===== config.mk =====
export PLATFORM = sky130hd
export DESIGN_NAME = mem_arbiter_flat
export DESIGN_NICKNAME = d
export VERILOG_FILES = /design/src/rtl/cpu_types_pkg.sv /design/src/rtl/mem_arbiter_if.sv /design/src/rtl/mem_arbiter.sv /design/src/flat_wrapper.sv
export SDC_FILE = /design/constraint.sdc
export NUM_CORES = 1
export LEC_CHECK = 0
export BUFFER_PORTS_ARGS = -buffer_cell sky130_fd_sc_hd__clkbuf_2
export CELL_PAD_IN_SITES_DETAIL_PLACEMENT = 2
export CELL_PAD_IN_SITES_GLOBAL_PLACEMENT = 2
export CORE_MARGIN = 3
export CORE_UTILIZATION = 11
export DETAILED_ROUTE_END_ITERATION = 6
export PLACE_DENSITY_LB_ADDON = 0.15
export SKIP_CTS_REPAIR_TIMING = 1
export SYNTH_ARGS = -nofsm -noshare
export SYNTH_HDL_FRONTEND = slang
export SYNTH_SLANG_ARGS = --single-unit

===== constraint.sdc =====
create_clock -name CLK -period 3 [get_ports CLK]
set_input_delay 0 -clock CLK [delete_from_list [all_inputs] [get_ports CLK]]
set_output_delay 0 -clock CLK [all_outputs]
set_load 0.02 [all_outputs]

===== src/rtl/cpu_types_pkg.sv =====
// Shared CPU types: the bus word, the RAM handshake status and the memory arbiter states.
package cpu_types_pkg;

    typedef logic [31:0] word_t;

    typedef enum logic [1:0] {
        FREE,
        BUSY,
        ACCESS,
        ERROR
    } ramstate_t;

    typedef enum logic [1:0] {
        IDLE,
        IGNT,
        DGNT
    } arb_state_t;

endpackage


===== src/rtl/mem_arbiter_if.sv =====
// Signal bundle between the IF/MEM requesters, the memory arbiter and the RAM model.
// The slave view belongs to the arbiter; the master view drives requests and the RAM side.
interface mem_arbiter_if;
    import cpu_types_pkg::*;

    logic      iREN;
    word_t     iaddr;
    logic      dREN;
    logic      dWEN;
    word_t     daddr;
    word_t     dstore;
    logic      ihit;
    logic      dhit;
    word_t     iload;
    word_t     dload;
    logic      merr;
    logic      ramREN;
    logic      ramWEN;
    word_t     ramaddr;
    word_t     ramstore;
    word_t     ramload;
    ramstate_t ramstate;

    modport slave (
        input  iREN, iaddr, dREN, dWEN, daddr, dstore, ramload, ramstate,
        output ihit, dhit, iload, dload, merr, ramREN, ramWEN, ramaddr, ramstore
    );

    modport master (
        output iREN, iaddr, dREN, dWEN, daddr, dstore, ramload, ramstate,
        input  ihit, dhit, iload, dload, merr, ramREN, ramWEN, ramaddr, ramstore
    );

endinterface


===== src/rtl/mem_arbiter.sv =====
// Shares the single RAM port between instruction fetch and data access; data has priority.
// Define ARB_FAIR_EN to let a waiting fetch win after STARVE_LIMIT consecutive data grants.
module mem_arbiter
    import cpu_types_pkg::*;
#(
    parameter int unsigned STARVE_LIMIT = 4
) (
    input  logic          CLK,
    input  logic          RST,
    mem_arbiter_if.slave  bus
);

    arb_state_t state_q, state_d;
    logic       inst_first;

`ifdef ARB_FAIR_EN
    localparam int unsigned CntW =
        ($clog2(STARVE_LIMIT + 1) > 3) ? $clog2(STARVE_LIMIT + 1) : 3;

    logic [CntW-1:0] starve_q, starve_d;

    assign inst_first = bus.iREN && (starve_q == CntW'(STARVE_LIMIT));

    // Counts data grants taken while a fetch was already waiting.
    always_comb begin
        starve_d = starve_q;
        if (state_q == IDLE) begin
            if (!bus.iREN) begin
                starve_d = '0;
            end else if (state_d == DGNT) begin
                starve_d = starve_q + CntW'(1);
            end else if (state_d == IGNT) begin
                starve_d = '0;
            end
        end
    end

    always_ff @(posedge CLK) begin
        if (RST) begin
            starve_q <= '0;
        end else begin
            starve_q <= starve_d;
        end
    end
`else
    logic unused_starve_limit;

    assign unused_starve_limit = ^STARVE_LIMIT;
    assign inst_first          = 1'b0;
`endif

    always_comb begin
        state_d      = state_q;
        bus.ihit     = 1'b0;
        bus.dhit     = 1'b0;
        bus.iload    = '0;
        bus.dload    = '0;
        bus.merr     = 1'b0;
        bus.ramREN   = 1'b0;
        bus.ramWEN   = 1'b0;
        bus.ramaddr  = '0;
        bus.ramstore = '0;

        unique case (state_q)
            IDLE: begin
                if (inst_first) begin
                    state_d = IGNT;
                end else if (bus.dREN || bus.dWEN) begin
                    state_d = DGNT;
                end else if (bus.iREN) begin
                    state_d = IGNT;
                end
            end

            DGNT: begin
                // A dropped request abandons the access silently.
                if (!(bus.dREN || bus.dWEN)) begin
                    state_d = IDLE;
                end else begin
                    bus.ramaddr  = bus.daddr;
                    bus.ramstore = bus.dstore;
                    bus.ramWEN   = bus.dWEN;
                    bus.ramREN   = !bus.dWEN;
                    if (bus.ramstate == ACCESS) begin
                        bus.dhit  = 1'b1;
                        bus.dload = bus.dWEN ? '0 : bus.ramload;
                        state_d   = IDLE;
                    end else if (bus.ramstate == ERROR) begin
                        bus.dhit = 1'b1;
                        bus.merr = 1'b1;
                        state_d  = IDLE;
                    end
                end
            end

            IGNT: begin
                if (!bus.iREN) begin
                    state_d = IDLE;
                end else begin
                    bus.ramaddr = bus.iaddr;
                    bus.ramREN  = 1'b1;
                    if (bus.ramstate == ACCESS) begin
                        bus.ihit  = 1'b1;
                        bus.iload = bus.ramload;
                        state_d   = IDLE;
                    end else if (bus.ramstate == ERROR) begin
                        bus.ihit = 1'b1;
                        bus.merr = 1'b1;
                        state_d  = IDLE;
                    end
                end
            end

            default: state_d = IDLE;
        endcase
    end

    always_ff @(posedge CLK) begin
        if (RST) begin
            state_q <= IDLE;
        end else begin
            state_q <= state_d;
        end
    end

endmodule

===== src/flat_wrapper.sv =====
// flat-port wrapper written by rule: the top's interface ports become plain ports
module mem_arbiter_flat import cpu_types_pkg::*;
#(
    parameter int unsigned STARVE_LIMIT = 4
)
  (CLK, RST, bus_iREN, bus_iaddr, bus_dREN, bus_dWEN, bus_daddr, bus_dstore, bus_ramload, bus_ramstate, bus_ihit, bus_dhit, bus_iload, bus_dload, bus_merr, bus_ramREN, bus_ramWEN, bus_ramaddr, bus_ramstore);
  mem_arbiter_if bus_i ();
  input  logic CLK;
  input  logic RST;
  input wire logic [$bits(bus_i.iREN)-1:0] bus_iREN;
  input wire logic [$bits(bus_i.iaddr)-1:0] bus_iaddr;
  input wire logic [$bits(bus_i.dREN)-1:0] bus_dREN;
  input wire logic [$bits(bus_i.dWEN)-1:0] bus_dWEN;
  input wire logic [$bits(bus_i.daddr)-1:0] bus_daddr;
  input wire logic [$bits(bus_i.dstore)-1:0] bus_dstore;
  input wire logic [$bits(bus_i.ramload)-1:0] bus_ramload;
  input wire logic [$bits(bus_i.ramstate)-1:0] bus_ramstate;
  output wire logic [$bits(bus_i.ihit)-1:0] bus_ihit;
  output wire logic [$bits(bus_i.dhit)-1:0] bus_dhit;
  output wire logic [$bits(bus_i.iload)-1:0] bus_iload;
  output wire logic [$bits(bus_i.dload)-1:0] bus_dload;
  output wire logic [$bits(bus_i.merr)-1:0] bus_merr;
  output wire logic [$bits(bus_i.ramREN)-1:0] bus_ramREN;
  output wire logic [$bits(bus_i.ramWEN)-1:0] bus_ramWEN;
  output wire logic [$bits(bus_i.ramaddr)-1:0] bus_ramaddr;
  output wire logic [$bits(bus_i.ramstore)-1:0] bus_ramstore;
  assign bus_i.iREN = bus_iREN;
  assign bus_i.iaddr = bus_iaddr;
  assign bus_i.dREN = bus_dREN;
  assign bus_i.dWEN = bus_dWEN;
  assign bus_i.daddr = bus_daddr;
  assign bus_i.dstore = bus_dstore;
  assign bus_i.ramload = bus_ramload;
  assign bus_i.ramstate = bus_ramstate;
  assign bus_ihit = bus_i.ihit;
  assign bus_dhit = bus_i.dhit;
  assign bus_iload = bus_i.iload;
  assign bus_dload = bus_i.dload;
  assign bus_merr = bus_i.merr;
  assign bus_ramREN = bus_i.ramREN;
  assign bus_ramWEN = bus_i.ramWEN;
  assign bus_ramaddr = bus_i.ramaddr;
  assign bus_ramstore = bus_i.ramstore;
  mem_arbiter #(.STARVE_LIMIT(STARVE_LIMIT)) u_core (.CLK(CLK), .RST(RST), .bus(bus_i));
endmodule

* After elaboration in Yosys (flattened, before gate mapping) *
Index checks and enable logic that the tools add are counted.

operators by class
  eq/ne operators = 5
  multiplexer cells = 34
  reduce and logical (&&, ||, !) cells = 3

operators by type and width
  kind                  count
  $mux W32              11
  $pmux W32 S2          1
  $mux W1               13
  $mux W2               6
  $eq A2 B2 Y1 const B  3
  $pmux W2 S3           1
  $pmux W1 S2           2
  $ne A3 B2 Y1 const B  1
  $eq A2 B1 Y1 const B  1
  $logic_not A2 Y1      1
  $logic_not A1 Y1      1
  $logic_or A1 B1 Y1    1

word-level totals
  register bits = 2
  input bits = 135
  output and inout bits = 133
  logic and storage cells = 43

* Longest topological paths before layout *
Gate-level depths: netlist of run 1.

  depth after elaboration = 5
  depth in mapped cells = 7
  mapped depth without buffers = 5

* Least setup slack after synthesis of run 1 *
Ideal clock, no wire load.

  path kind = reg-to-reg
  from = register u_core.state_q[1]
  to = register u_core.state_q[0]
  arrival time = 1.271 ns
  required time = 2.878 ns
  path slack = 1.607 ns
  stages on the path, launching flop included = 8
  period minus slack after synthesis = 1.393 ns
  cells stage by stage = dfxtp_1 > inv_1 > ha_1 > and2_4 > buf_6 > buf_6 > a32oi_2 > o21ai_1

between the ends
  cells in the longest elaborated chain, start to end = 2
  elaborated cells on any way between the ends = 5
  classes of those cells = eq/ne: 3; mux: 1; reduce/logical: 1

RTL lines
  element                                      RTL line            RTL
  start: declaration                           mem_arbiter.sv:13   arb_state_t state_q, state_d;
  start signal: assignment                     mem_arbiter.sv:122  state_q <= state_d;
  $eq A2 B1 Y1 (tied with other cells)         mem_arbiter.sv:64   unique case (state_q)
  $pmux W2 S3 or $ne A3 B2 Y1 (tied branches)  --

Several ways; a longest one is shown, not always the timed one.
A chain may end at the register's enable or synchronous reset.

* Worst setup path in the final report of run 1 *
  from = register u_core.state_q[0]
  to = output bus_ramaddr[1]

between the ends
  cells in the longest elaborated chain, start to end = 2
  elaborated cells on any way between the ends = 3
  classes of those cells = eq/ne: 2; mux: 1

RTL lines
  element                                       RTL line            RTL
  $eq A2 B1 Y1 or $eq A2 B2 Y1 (tied branches)  mem_arbiter.sv:64
  $pmux W32 S2 (*)                              mem_arbiter.sv:64
  end: declaration                              flat_wrapper.sv:25  output wire logic [$bits(bus_i.ramaddr)-1:0] bus_ramaddr;

Mark *: on every way between the ends. The rest lies on a longest branch, timed or not.

==> results.sh, run 1 <==
export IMPL_busiest_layer="met2"
export IMPL_syn_to_final_growth_pct=101
export IMPL_synth_edf_count=0
export IMPL_clock_sinks=2
export IMPL_track_usage_pct=12.5
export IMPL_vdd_drop_max_v=0.000181
export IMPL_die_area_um2=14900
export IMPL_hold_path_class="in -> reg"
export IMPL_synthTopCellsByArea="and2_1 41%, a22oi_1 17%, nor2b_1 14%"
export IMPL_cts_max_level=1
export IMPL_cp_arrival_ns=2.16
export IMPL_syn_nets=355
export IMPL_ys_types=28
export IMPL_criticalPathCategory="reg -> out"
export IMPL_top_register="u_core.state_q"
export IMPL_synth_top_area_share_pct=41.4
export IMPL_start_util_pct=11.5
export IMPL_hpwl_um=8990
export IMPL_diodes=0
export IMPL_tns_ns=0
export IMPL_pwr_density_cell_nw_per_um2=196
export IMPL_yosysWarningCount=0
export IMPL_first_pass_iters=4
export IMPL_cp_max_fo=53
export IMPL_synth_commonest_cells="98 x and2_1, 33 x a22oi_1, 33 x nor2b_1, 8 x buf_6, 4 x ha_1"
export IMPL_die_x_um=122
export IMPL_ios=268
export IMPL_rsz0062_at_grt="false"
export IMPL_clkLatencyLatePin_ns=0.22
export IMPL_ys_flop_type="dfxtp_1"
export IMPL_layout_drive_gt1_share_pct=59.6
export IMPL_use_met2_pct=24.3
export IMPL_synthMuxAreaShare_pct=0
export IMPL_synth_compound_area_share_pct=20.5
export IMPL_antenna_found_initial=0
export IMPL_synthXorXnorAreaFrac_pct=0
export IMPL_met3_usage_pct=3.20
export IMPL_core_um2=12900
export IMPL_clockRootBuffer="clkbuf_16"
export IMPL_post_drt_wl_per_cell_um=16.0
export IMPL_final_cell_area_um2=2990
export IMPL_ctsLongestPathBuffers=2
export IMPL_fillers=1602
export IMPL_min_period_ns=2.16
export IMPL_gp_congestion=0.746
export IMPL_place_area_um2=2910
export IMPL_ys_seq_area_share_pct=2.70
export IMPL_cts_tree="yes"
export IMPL_numCtsBuffers=3
export IMPL_drt_iter0_drc=73
export IMPL_status="finished, final reports clean"
export IMPL_grt_first_pass_wirelength_um=14800
export IMPL_p_leak_nw=1.70
export IMPL_grt_max_degree=54
export IMPL_synth_top_family_by_area="simple AND/OR/NAND/NOR gates"
export IMPL_synth_most_common_cell="and2_1"
export IMPL_worstPathRequired_ns=3.00
export IMPL_drt_wl_total_um=10300
export IMPL_fin_skew_ns=0.00115
export IMPL_nets=611
export IMPL_die_h_um=122
export IMPL_clk_pin_slew_ns=0.03
export IMPL_syn_avg_cell_area_um2=6.86
export IMPL_finalPower_mw=0.585
export IMPL_io_buffers=267
export IMPL_drv_slew=0
export IMPL_grtUsageMet1_pct=13.4
export IMPL_drc_errors=0
export IMPL_syn_inst=216
export IMPL_timing_fmax_mhz=464
export IMPL_via_per_inst=3.96
export IMPL_grt_overflow_total=0
export IMPL_drv_cap=0
export IMPL_synthesis_area_um2=1480
export IMPL_relSlewSlack_pct=61.5
export IMPL_largest_register_ff_count=2
export IMPL_hold_viol_final=0
export IMPL_tightest_slew_ns=0.577
export IMPL_antenna_left=0
export IMPL_end_kind="primary output"
export IMPL_synth_simple_gate_area_share_pct=62.3
export IMPL_yosysTopAreaCell="and2_1"
export IMPL_synth_fa_ha_area_share_pct=3.38
export IMPL_finalCritPeriodShare_pct=71.9
export IMPL_grt_pass1_vias=2623
export IMPL_ys_async_sr_fraction_pct=0
export IMPL_reg_largest_list="u_core.state_q: 2 flops"
export IMPL_ys_ff_latch=2
export IMPL_start_kind="flop"
export IMPL_vias=2545
export IMPL_fp_row_count=41
export IMPL_setup_violations=0
-- cell families after synthesis --
family	after synthesis
and+or+nand+nor	147
AOI/OAI and AO/OA	40
buffers and inverters	23
adders and majority gates	4
DFF	2
-- critical path, stage by stage, from the launching register on --
cell,delay [ns]
dfxtp_1,0.33
inv_1,0.10
ha_1,0.20
o21a_2,0.32
buf_4,0.48
a22oi_1,0.15
nor2b_1,0.14
clkbuf_2,0.18
-- where the power goes --
part / internal [mW] / switching [mW] / leakage [nW]
clock network: 0.170 / 0.0329 / 0.0370
registers: 0.0289 / 0.00267 / 0.0165
logic: 0.157 / 0.193 / 1.65
-- cells in the final DEF (no fill, tap or decap) --
master     synthesis  routed
a21boi_0           1       1
a22oi_1           33      33
a32oi_1            1       1
a32oi_2            1       1
and2_1            98      98
and2_4             1       1
and3_1             1       1
and4_1             1       1
buf_4              3       4
clkbuf_16          0       3
clkbuf_2           3     267
dfxtp_1            2       2
ha_1               4       4
inv_1              3       3
nand2_1            1       1
nand2b_1           3       3
nand3b_1           1       1
nor2_1             2       2
nor2_2             2       2
nor2b_1           33      33
nor3b_1            2       2
nor4b_1            1       1
o21a_2             1       1
o21ai_0            1       1
o21ai_1            2       2
or2_2              1       1
-- final cells by class --
class                      instances  area [um^2]  area share (%)
timing repair buffer             271         1370            45.8
tap                              172          215            7.21
sequential                         2         40.0            1.34
clock buffer                       3         75.1            2.51
multi-input combinational        191         1280            42.8
inverter                           3         11.3           0.377
-- final timing paths --
check,from,end,slack (ns),cells after the start
max,u_core.state_q[0]$_SDFFE_PP0P_,bus_ramaddr[1],0.84,7
min reg2reg,u_core.state_q[0]$_SDFFE_PP0P_,u_core.state_q[0]$_SDFFE_PP0P_,0.53,2
max reg2reg,u_core.state_q[0]$_SDFFE_PP0P_,u_core.state_q[1]$_SDFFE_PP0P_,1.23,6
min,RST,u_core.state_q[0]$_SDFFE_PP0P_,0.14,3
-- metal layers --
layer	vias to the layer above	wire (um)
li1	1223	-
met2	139	5470
met4	0	127
met1	1175	3620
met5	-	0
met3	8	1050
-- through the flow --
stage | setup slack (ns) | instances | util [%] | hold slack [ns]
2_1_floorplan | 1.61 | 216 | - | 0.174
3_3_place_gp | 1.11 | 639 | 22.6 | 0.332
3_5_place_dp | 1.05 | 639 | 22.6 | 0.334
4_1_cts | 0.811 | 642 | 23.2 | 0.148
5_1_grt | 0.623 | 642 | 23.2 | 0.169
6_report | 0.843 | 642 | 23.2 | 0.141
Note: power is estimated with default switching activity, not from simulation.
==> run 2, diff against run 1 <==
--- a/config.mk
+++ b/config.mk
@@ -9,7 +9,7 @@
 export CELL_PAD_IN_SITES_DETAIL_PLACEMENT = 2
 export CELL_PAD_IN_SITES_GLOBAL_PLACEMENT = 2
 export CORE_MARGIN = 3
-export CORE_UTILIZATION = 11
+export CORE_UTILIZATION = 10
 export DETAILED_ROUTE_END_ITERATION = 6
 export PLACE_DENSITY_LB_ADDON = 0.15
 export SKIP_CTS_REPAIR_TIMING = 1
==> constraint.sdc (replaced) <==
create_clock -name CLK -period 1.83 [get_ports CLK]
set_input_delay 0 -clock CLK [delete_from_list [all_inputs] [get_ports CLK]]
set_output_delay 0 -clock CLK [all_outputs]
set_load 0.02 [all_outputs]
==> run 2 against run 1 <==
Compared with the run above: count of clock-buffer cells in the layout is the same; hold slack got worse by 0.016 ns; final area grew 3.3%; sequential share of layout area is essentially flat; sequential cell count is the same; combinational power is 69% higher; critical path depth unchanged; die area rose by 9.5%; setup slack worse by 0.66 ns; global-route usage shrank 1.4 points; critical endpoint is now bus_ramaddr[3].
==> results.sh, run 2 (synthesis gave the netlist of run 1 again) <==
export IMPL_status="finished, final reports clean"
export IMPL_grt_first_pass_wirelength_um=14500
export IMPL_setup_violations=0
export IMPL_relSlewSlack_pct=81.4
export IMPL_nets=615
export IMPL_cts_tree="yes"
export IMPL_fillers=1760
export IMPL_p_leak_nw=1.73
export IMPL_hold_slack_ns=0.125
export IMPL_post_drt_wl_per_cell_um=15.8
export IMPL_end_kind="primary output"
export IMPL_vdd_drop_max_v=0.000187
export IMPL_top_register="u_core.state_q"
export IMPL_finalPower_mw=0.972
export IMPL_grt_overflow_total=0
export IMPL_hold_path_class="in -> reg"
export IMPL_fin_util_pct=21.7
export IMPL_start_kind="flop"
export IMPL_first_pass_iters=4
export IMPL_core_um2=14200
export IMPL_tightest_slew_ns=0.275
export IMPL_tns_ns=0
export IMPL_min_period_ns=1.65
export IMPL_gp_congestion=0.746
export IMPL_antenna_found_initial=0
export IMPL_rsz0062_at_grt="false"
export IMPL_reg_largest_list="u_core.state_q: 2 flops"
export IMPL_fin_cells=654
export IMPL_clock_sinks=2
export IMPL_cp_max_fo=47
export IMPL_track_usage_pct=11.0
export IMPL_drt_wl_total_um=10300
export IMPL_ios=268
export IMPL_route_met3_wl_um=936
export IMPL_dr_max_layer_used="met4"
export IMPL_fin_skew_ns=0.000747
export IMPL_clockRootBuffer="clkbuf_16"
export IMPL_drv_slew=0
export IMPL_cts_max_level=1
export IMPL_final_cell_mix="267 x clkbuf_2, 98 x and2_1, 33 x a22oi_1, 33 x nor2b_1"
export IMPL_io_buffers=267
export IMPL_cp_arrival_ns=1.65
export IMPL_hpwl_um=8870
export IMPL_antenna_left=0
export IMPL_via_per_inst=3.93
export IMPL_die_x_um=128
export IMPL_finalCritPeriodShare_pct=89.9
export IMPL_mostFrequentLayoutCell="clkbuf_2"
export IMPL_clk_pin_slew_ns=0.03
export IMPL_drt_iter0_drc=67
export IMPL_syn_to_final_growth_pct=108
export IMPL_die_area_um2=16300
export IMPL_numCtsBuffers=3
export IMPL_grt_max_degree=48
export IMPL_drc_errors=0
export IMPL_worstPathRequired_ns=1.83
export IMPL_wl_met1_um=3640
export IMPL_hold_viol_final=0
export IMPL_layout_drive_gt1_share_pct=60.5
export IMPL_drv_cap=0
export IMPL_criticalPathCategory="reg -> out"
export IMPL_diodes=0
export IMPL_fp_row_count=43
export IMPL_vias=2573
export IMPL_die_h_um=128
export IMPL_largest_register_ff_count=2
export IMPL_pwr_density_cell_nw_per_um2=315
export IMPL_dr_wl_met2_um=5660
export IMPL_grt_pass1_vias=2597
export IMPL_ctsLongestPathBuffers=2
export IMPL_start_util_pct=10.4
export IMPL_timing_fmax_mhz=608
export IMPL_clkLatencyLatePin_ns=0.22
export IMPL_dp_cells=649
==> run 2: cell types whose count changed in the layout (fill, tap and decap cells not counted), moves of 2 or more <==
cell,before,now
nor2_4,0,2
dfxtp_1,2,0
nor2_2,2,0
dfxtp_2,0,2
buf_12,0,3
==> run 2: path summary, 6_finish.rpt <==
kind                                   from                              to  slack, ns  cells past startpoint
max          u_core.state_q[0]$_SDFFE_PP0P_                  bus_ramaddr[3]       0.18                      7
min                                     RST  u_core.state_q[0]$_SDFFE_PP0P_       0.13                      3
max reg2reg  u_core.state_q[0]$_SDFFE_PP0P_  u_core.state_q[1]$_SDFFE_PP0P_       0.43                      6
min reg2reg  u_core.state_q[0]$_SDFFE_PP0P_  u_core.state_q[0]$_SDFFE_PP0P_       0.50                      2
==> run 2: power breakdown <==
part | switching, mW | internal [mW] | total (mW)
Combinational | 0.321 | 0.273 | 0.594
Sequential | 0.00509 | 0.0481 | 0.0532
Clock | 0.0471 | 0.278 | 0.325
==> run 2: metrics by stage <==
| step | worst slack [ns] | area, um^2 |
|---|---|---|
| after detailed placement | 0.247 | 2970 |
| after CTS | 0.0177 | 3050 |
| after global placement | 0.294 | 2970 |
| final | 0.184 | 3080 |
| after global routing | 0.0224 | 3080 |
| after floorplan | 0.437 | 1480 |
==> run 2: area by class of cell <==
type / instances / area (um^2) / share of cell area (%)
inverters: 3 / 11.3 / 0.365
flip-flops and latches: 2 / 42.5 / 1.38
multi-input cells: 192 / 1300 / 42.1
well taps: 180 / 225 / 7.31
clock buffers: 3 / 75.1 / 2.44
repair buffers: 274 / 1430 / 46.4
==> run 2: metal layers <==
metal | track usage (%) | vias to the layer above
met5 | 0 | -
li1 | - | 1232
met4 | 1.75 | 0
met1 | 11.9 | 1193
met2 | 21.8 | 142
met3 | 2.63 | 6
==> run 2: worst max-delay path, cell delays in order (launching register included) <==
cell and delay [ns]:
dfxtp_2 0.33, inv_1 0.08, ha_1 0.19, o21a_2 0.19, buf_12 0.21, a22oi_1 0.09, nor2b_1 0.12, clkbuf_2 0.20
